$ cat src/rtl/seg7_scan_controller.sv
// Time-multiplexed driver for an 8-digit active-low seven-segment display.
// A 1-deep pending buffer feeds the display register only at frame boundaries.
//
// state | meaning
// BLANK | all digits off for DEAD_CYCLES cycles (anti-ghosting dead-time)
// DRIVE | digit[idx] lit for REFRESH_DIV cycles
module seg7_scan_controller #(
  parameter int REFRESH_DIV = 100000,
  parameter int DEAD_CYCLES = 1000
) (
  input  logic        Clk,
  input  logic        Rst,
  input  logic [31:0] data_in,
  input  logic        data_valid,
  output logic        data_ready,
  input  logic        blank_lz,
  output logic [6:0]  out7,
  output logic [7:0]  en_out,
  output logic        frame_done
);

  localparam int CMAX = (REFRESH_DIV > DEAD_CYCLES) ? REFRESH_DIV : DEAD_CYCLES;
  localparam int CW   = (CMAX > 1) ? $clog2(CMAX) : 1;

  typedef enum logic {BLANK = 1'b0, DRIVE = 1'b1} state_t;

  state_t        state;
  logic [2:0]    idx;
  logic [CW-1:0] cnt;
  logic [31:0]   pend;
  logic [31:0]   disp;
  logic          pend_full;

  logic          last_blank;
  logic          last_drive;
  logic          frame_end;
  logic [3:0]    nib;
  logic          lz_hide;

  function automatic logic [6:0] hex7(input logic [3:0] n);
    case (n)
      4'h0: hex7 = 7'h40;
      4'h1: hex7 = 7'h79;
      4'h2: hex7 = 7'h24;
      4'h3: hex7 = 7'h30;
      4'h4: hex7 = 7'h19;
      4'h5: hex7 = 7'h12;
      4'h6: hex7 = 7'h02;
      4'h7: hex7 = 7'h78;
      4'h8: hex7 = 7'h00;
      4'h9: hex7 = 7'h10;
      4'hA: hex7 = 7'h08;
      4'hB: hex7 = 7'h03;
      4'hC: hex7 = 7'h46;
      4'hD: hex7 = 7'h21;
      4'hE: hex7 = 7'h06;
      default: hex7 = 7'h0E;
    endcase
  endfunction

  assign last_blank = (state == BLANK) && (cnt == CW'(DEAD_CYCLES - 1));
  assign last_drive = (state == DRIVE) && (cnt == CW'(REFRESH_DIV - 1));
  assign frame_end  = last_drive && (idx == 3'd7);
  assign frame_done = frame_end;
  assign data_ready = ~pend_full;

  always_ff @(posedge Clk) begin
    if (!Rst) begin
      state     <= BLANK;
      idx       <= 3'd0;
      cnt       <= '0;
      disp      <= 32'd0;
      pend      <= 32'd0;
      pend_full <= 1'b0;
    end else begin
      case (state)
        BLANK: begin
          if (last_blank) begin
            state <= DRIVE;
            cnt   <= '0;
          end else begin
            cnt <= cnt + CW'(1);
          end
        end
        default: begin
          if (last_drive) begin
            state <= BLANK;
            idx   <= idx + 3'd1;
            cnt   <= '0;
          end else begin
            cnt <= cnt + CW'(1);
          end
        end
      endcase

      // ready is low whenever pending is full, so swap and capture never collide
      if (frame_end && pend_full) begin
        disp      <= pend;
        pend_full <= 1'b0;
      end else if (data_valid && !pend_full) begin
        pend      <= data_in;
        pend_full <= 1'b1;
      end
    end
  end

  assign nib     = disp[{idx, 2'b00} +: 4];
  assign lz_hide = blank_lz && (idx != 3'd0) && ((disp >> {idx, 2'b00}) == 32'd0);

  always_comb begin
    out7   = 7'h7F;
    en_out = 8'hFF;
    if (state == DRIVE && !lz_hide) begin
      out7   = hex7(nib);
      en_out = ~(8'b1 << idx);
    end
  end

endmodule

$ cat config.mk
export PLATFORM = sky130hd
export DESIGN_NAME = seg7_scan_controller
export DESIGN_NICKNAME = d
export VERILOG_FILES = /design/src/rtl/seg7_scan_controller.sv
export SDC_FILE = /design/constraint.sdc
export NUM_CORES = 1
export LEC_CHECK = 0
export BUFFER_PORTS_ARGS = -buffer_cell sky130_fd_sc_hd__buf_2
export CORE_MARGIN = 2
export CORE_UTILIZATION = 52
export DETAILED_ROUTE_END_ITERATION = 8
export PLACE_DENSITY_LB_ADDON = 0.08
export SLEW_MARGIN = 20
export SYNTH_ARGS = -nofsm -noshare
export SYNTH_HDL_FRONTEND = slang
export SYNTH_SLANG_ARGS = --single-unit
$ cat constraint.sdc
create_clock -name Clk -period 3.4 [get_ports Clk]
set_input_delay 0.68 -clock Clk [delete_from_list [all_inputs] [get_ports Clk]]
set_output_delay 0.68 -clock Clk [all_outputs]
set_load 0.02 [all_outputs]
==> metrics.md <==
| Metric | Value |
|---|---|
| Sink Count | 86 |
| Hold_sp | pend[6] |
| Mapped Cells | 512 |
| Fmax | approximately 290 MHz |
| PnR worst setup slack | -0.0267 ns |
| All-layer global routing usage | between 20% and 30% |
| Pwr/cell area | between 300 and 400 nW/um^2 |
| Primary FF master, synth | dfxtp_1 |
| Synth cell count leaders | 151 x nand2_1, 86 x dfxtp_1, 39 x nor2_1 |
| Mux cell area share after synthesis | 5.41% |
| DR vias | 3,662 |
| Int Power | between 1 and 1.5 mW |
| Die ar. | about 9000 um^2 |
| Clock share of power | 38.9% |
| Seq/Total Area, Yosys | 40.3% |
| Crit Reg-Reg Endpoint | disp[15] |
| Ys async rst share | 0% |
| Slew @ Worst Pin | roughly 0.63 ns |
| Synth Area in Simple Gates | 25.9% |
| WL final | 9680 um |
| Failing checks | setup timing |
| Sw Share | 24.1% |
| Reg power frac | between 50% and 60% |
| Kind of critical path | flip-flop to primary output |
| Post-Synth Adder-Cell Area | 3.80% |
| Setup TNS | -0.140 ns |
| Ports | 53 |
| Syn Std Cell Area | 4280 um^2 |
| Hold path depth | 2 |
| Post-DP HPWL | between 6000 and 7000 um |
| Root buffer cell | clkbuf_8 |
| Post-synth top area cell | dfxtp_1 |
| Top-count cell post-synth | nand2_1 |
| Setup violators final | 9 |
| Largest family of logic cells by synthesized area | simple AND/OR/NAND/NOR gates |
| Vias in the first global route | ~3,300 |
| Initial DRC Count | 182 |
| R2R depth | 6 |
| Worst Hold Endpoint | disp[6] |
| Area contributors post-synth | dfxtp_1 40%, nand2_1 13%, a21boi_0 5.8% |
| Detailed-router iteration count before antenna repair | 5 |
| Worst ir drop on vdd | 0.000281 V |
| Slew Viols, Final | 0 |
| Clock Pin Slew Worst Setup and Hold Paths | ~0.09 ns |
| Row count | 33 |
| Unique cell type count in the Yosys netlist | 46 |
| Tmin final | 3.43 ns |
| Max-cap violations | 0 |
| Sequential cell area | 1730 um^2 |
| Rel. slew slack | about three fifths |
| Multi-input gate area in the final layout | 2470 um^2 |
| Yosys warns | 0 |
| Net Sw Power | 450 uW |
| Residual DRC | 0 |
| Data arrival, critical path | around 2.8 ns |
| Hold crit path type | flip-flop to flip-flop |
| Leak Pwr | around 1.9 nW |
| Post-Syn Nets | around 560 |
| Syn avg cell area | 8.35 um^2 |
| Worst Setup End Kind | primary output |
| Clk_skew | 0.0111 ns |
| Vias per inst | 5.41 |
| Utilization after layout | 62.4% |
| CTS tree | done |
| Seq cells post-synth | 86 |
| Compound-Gate Fraction of Synth Area | about 17% |
| EDFF count, synth | 0 |
| Gr ovfl total | 0 |
| Port bufs | 52 |
| CP Launch Type | flip-flop |
| Crit-path max FO | 7 |
| CTS Hold Bufs | 0 |
| CTS max path bufs | 2 |
| Initial antenna violation count | 0 |
| Ratio of cells with drive above 1 in the final layout | about 20% |
| Outcome | finished, violations left |
| DRT antenna net count | 0 |
| Nets | 616 |
| Gpl congestion | 0.914 |
| Post-synth top area share | 40.3% |
| Combinational share of power | 5.1% |
| XOR/XNOR Fraction of Synth Area | approximately 3.3% |
| Fin crit share | 101% |
| First-pass GRT wire length | 15,900 um |
| Die width | between 90 and 100 um |
| # diodes | 0 |
| Final hold violations | 0 |
| TritonCTS Buffers | 9 |
| Post-DR wirelength/cell | around 14 um |
| RSZ-0062 raised after global routing | true |
| Fill cells | around 760 |
| Worst skew pair latency | roughly 0.36 ns |
| Reg2reg setup slack | 0.82 ns |
| Area grow syn2layout | 18.2% |
| Height of the die | 94.7 um |
| RR Startpoint | cnt[13] |
| H-tree levels | 3 |
| Data required, critical path | 2.72 ns |
| Starting Density | 52.8% |
| Core Region | 8090 um^2 |
| Hold_ws | 0.453 ns |
| Pin count of the biggest net entering global routing | 70 |
## repair_timing
action / in CTS / in global routing
buffers inserted: 5 / 0
resized for setup: 24 / 19
endpoints found under the setup margin: 14 / 14
pin swaps: 4 / 5
## per-stage QoR
stage	setup WS, ns	power [mW]	instance area (um^2)	instances
3_5_place_dp	-0.0144	1.17	4660	656
4_1_cts	-0.0408	1.89	4980	677
3_3_place_gp	0.0650	1.16	4660	656
2_1_floorplan	0.00568	1.13	4300	512
5_1_grt	-0.174	1.95	5050	677
6_report	-0.0267	1.87	5050	677
## critical path, cell delays in order, from the launching register on
cell       delay [ns]
dfxtp_4          0.42
mux4_2           0.55
mux2i_4          0.20
ha_4             0.18
nand2_4          0.05
a2111oi_4        0.22
nand3_2          0.16
a22oi_2          0.20
buf_4            0.16
nand4b_1         0.12
buf_6            0.13
## cells by family after synthesis
family | count (synthesis)
simple gates | 246
xor+xnor | 16
fa+ha+maj | 13
mux | 13
compound gates | 99
flops | 86
buf+inv | 39
## placed cells by master (no fill, tap or decap), drive strengths merged, types with 4 or more instances in the layout
cell,synthesis,final
nand4,7,7
nor2,39,39
clkbuf,17,10
a21boi,65,65
ha,13,13
xnor2,7,7
a221o,4,4
buf,11,72
nand2,151,151
nand3,11,11
inv,10,12
xor2,9,9
nor3,7,7
nor4,9,9
mux4,8,8
nor2b,4,4
a21oi,5,5
dfxtp,86,86
o21ai,8,8
mux2i,4,4
## registers in the layout, summed over array words and instances, names as in the netlist
register,flops
state,1
cnt,17
idx,3
pend,32
pend_full,1
disp,32
## power by group through the flow
stage	Sequential, mW	Combinational [mW]	Clock [mW]
floorplan	1.07	0.0610	0
global placement	1.07	0.0939	0
detailed placement	1.07	0.0967	0
CTS	1.05	0.0974	0.744
global route	1.05	0.110	0.787
finish	1.05	0.0951	0.728
## cell type report
| class | count | area share, % |
|---|---|---|
| multi-input combinational | 387 | 48.8 |
| timing repair buffer | 72 | 9.71 |
| inverter | 11 | 0.817 |
| clock buffer | 10 | 2.53 |
| sequential | 86 | 34.2 |
| tap | 105 | 2.60 |
| clock inverter | 6 | 1.39 |
## metal layers
| metal | share of wire, % | routed length (um) | GRT usage [%] | vias to the layer above |
|---|---|---|---|---|
| li1 | - | - | - | 1862 |
| met1 | 50 | 4810 | 31.4 | 1689 |
| met2 | 45 | 4350 | 35.6 | 98 |
| met3 | 4.0 | 392 | 3.59 | 13 |
| met4 | 1.4 | 136 | 8.82 | 0 |
| met5 | 0 | 0 | 0 | - |
## worst max-delay path by stage
stage | start | to | slack [ns]
CTS | idx[0] | out7[5] | -0.04
global route | idx[0] | out7[1] | -0.17
floorplan | idx[0] | out7[1] | 0.006
detailed placement | idx[0] | out7[0] | -0.01
global placement | idx[0] | out7[0] | 0.07
finish | idx[0] | out7[0] | -0.03
Note: power is estimated with default switching activity, not from simulation.
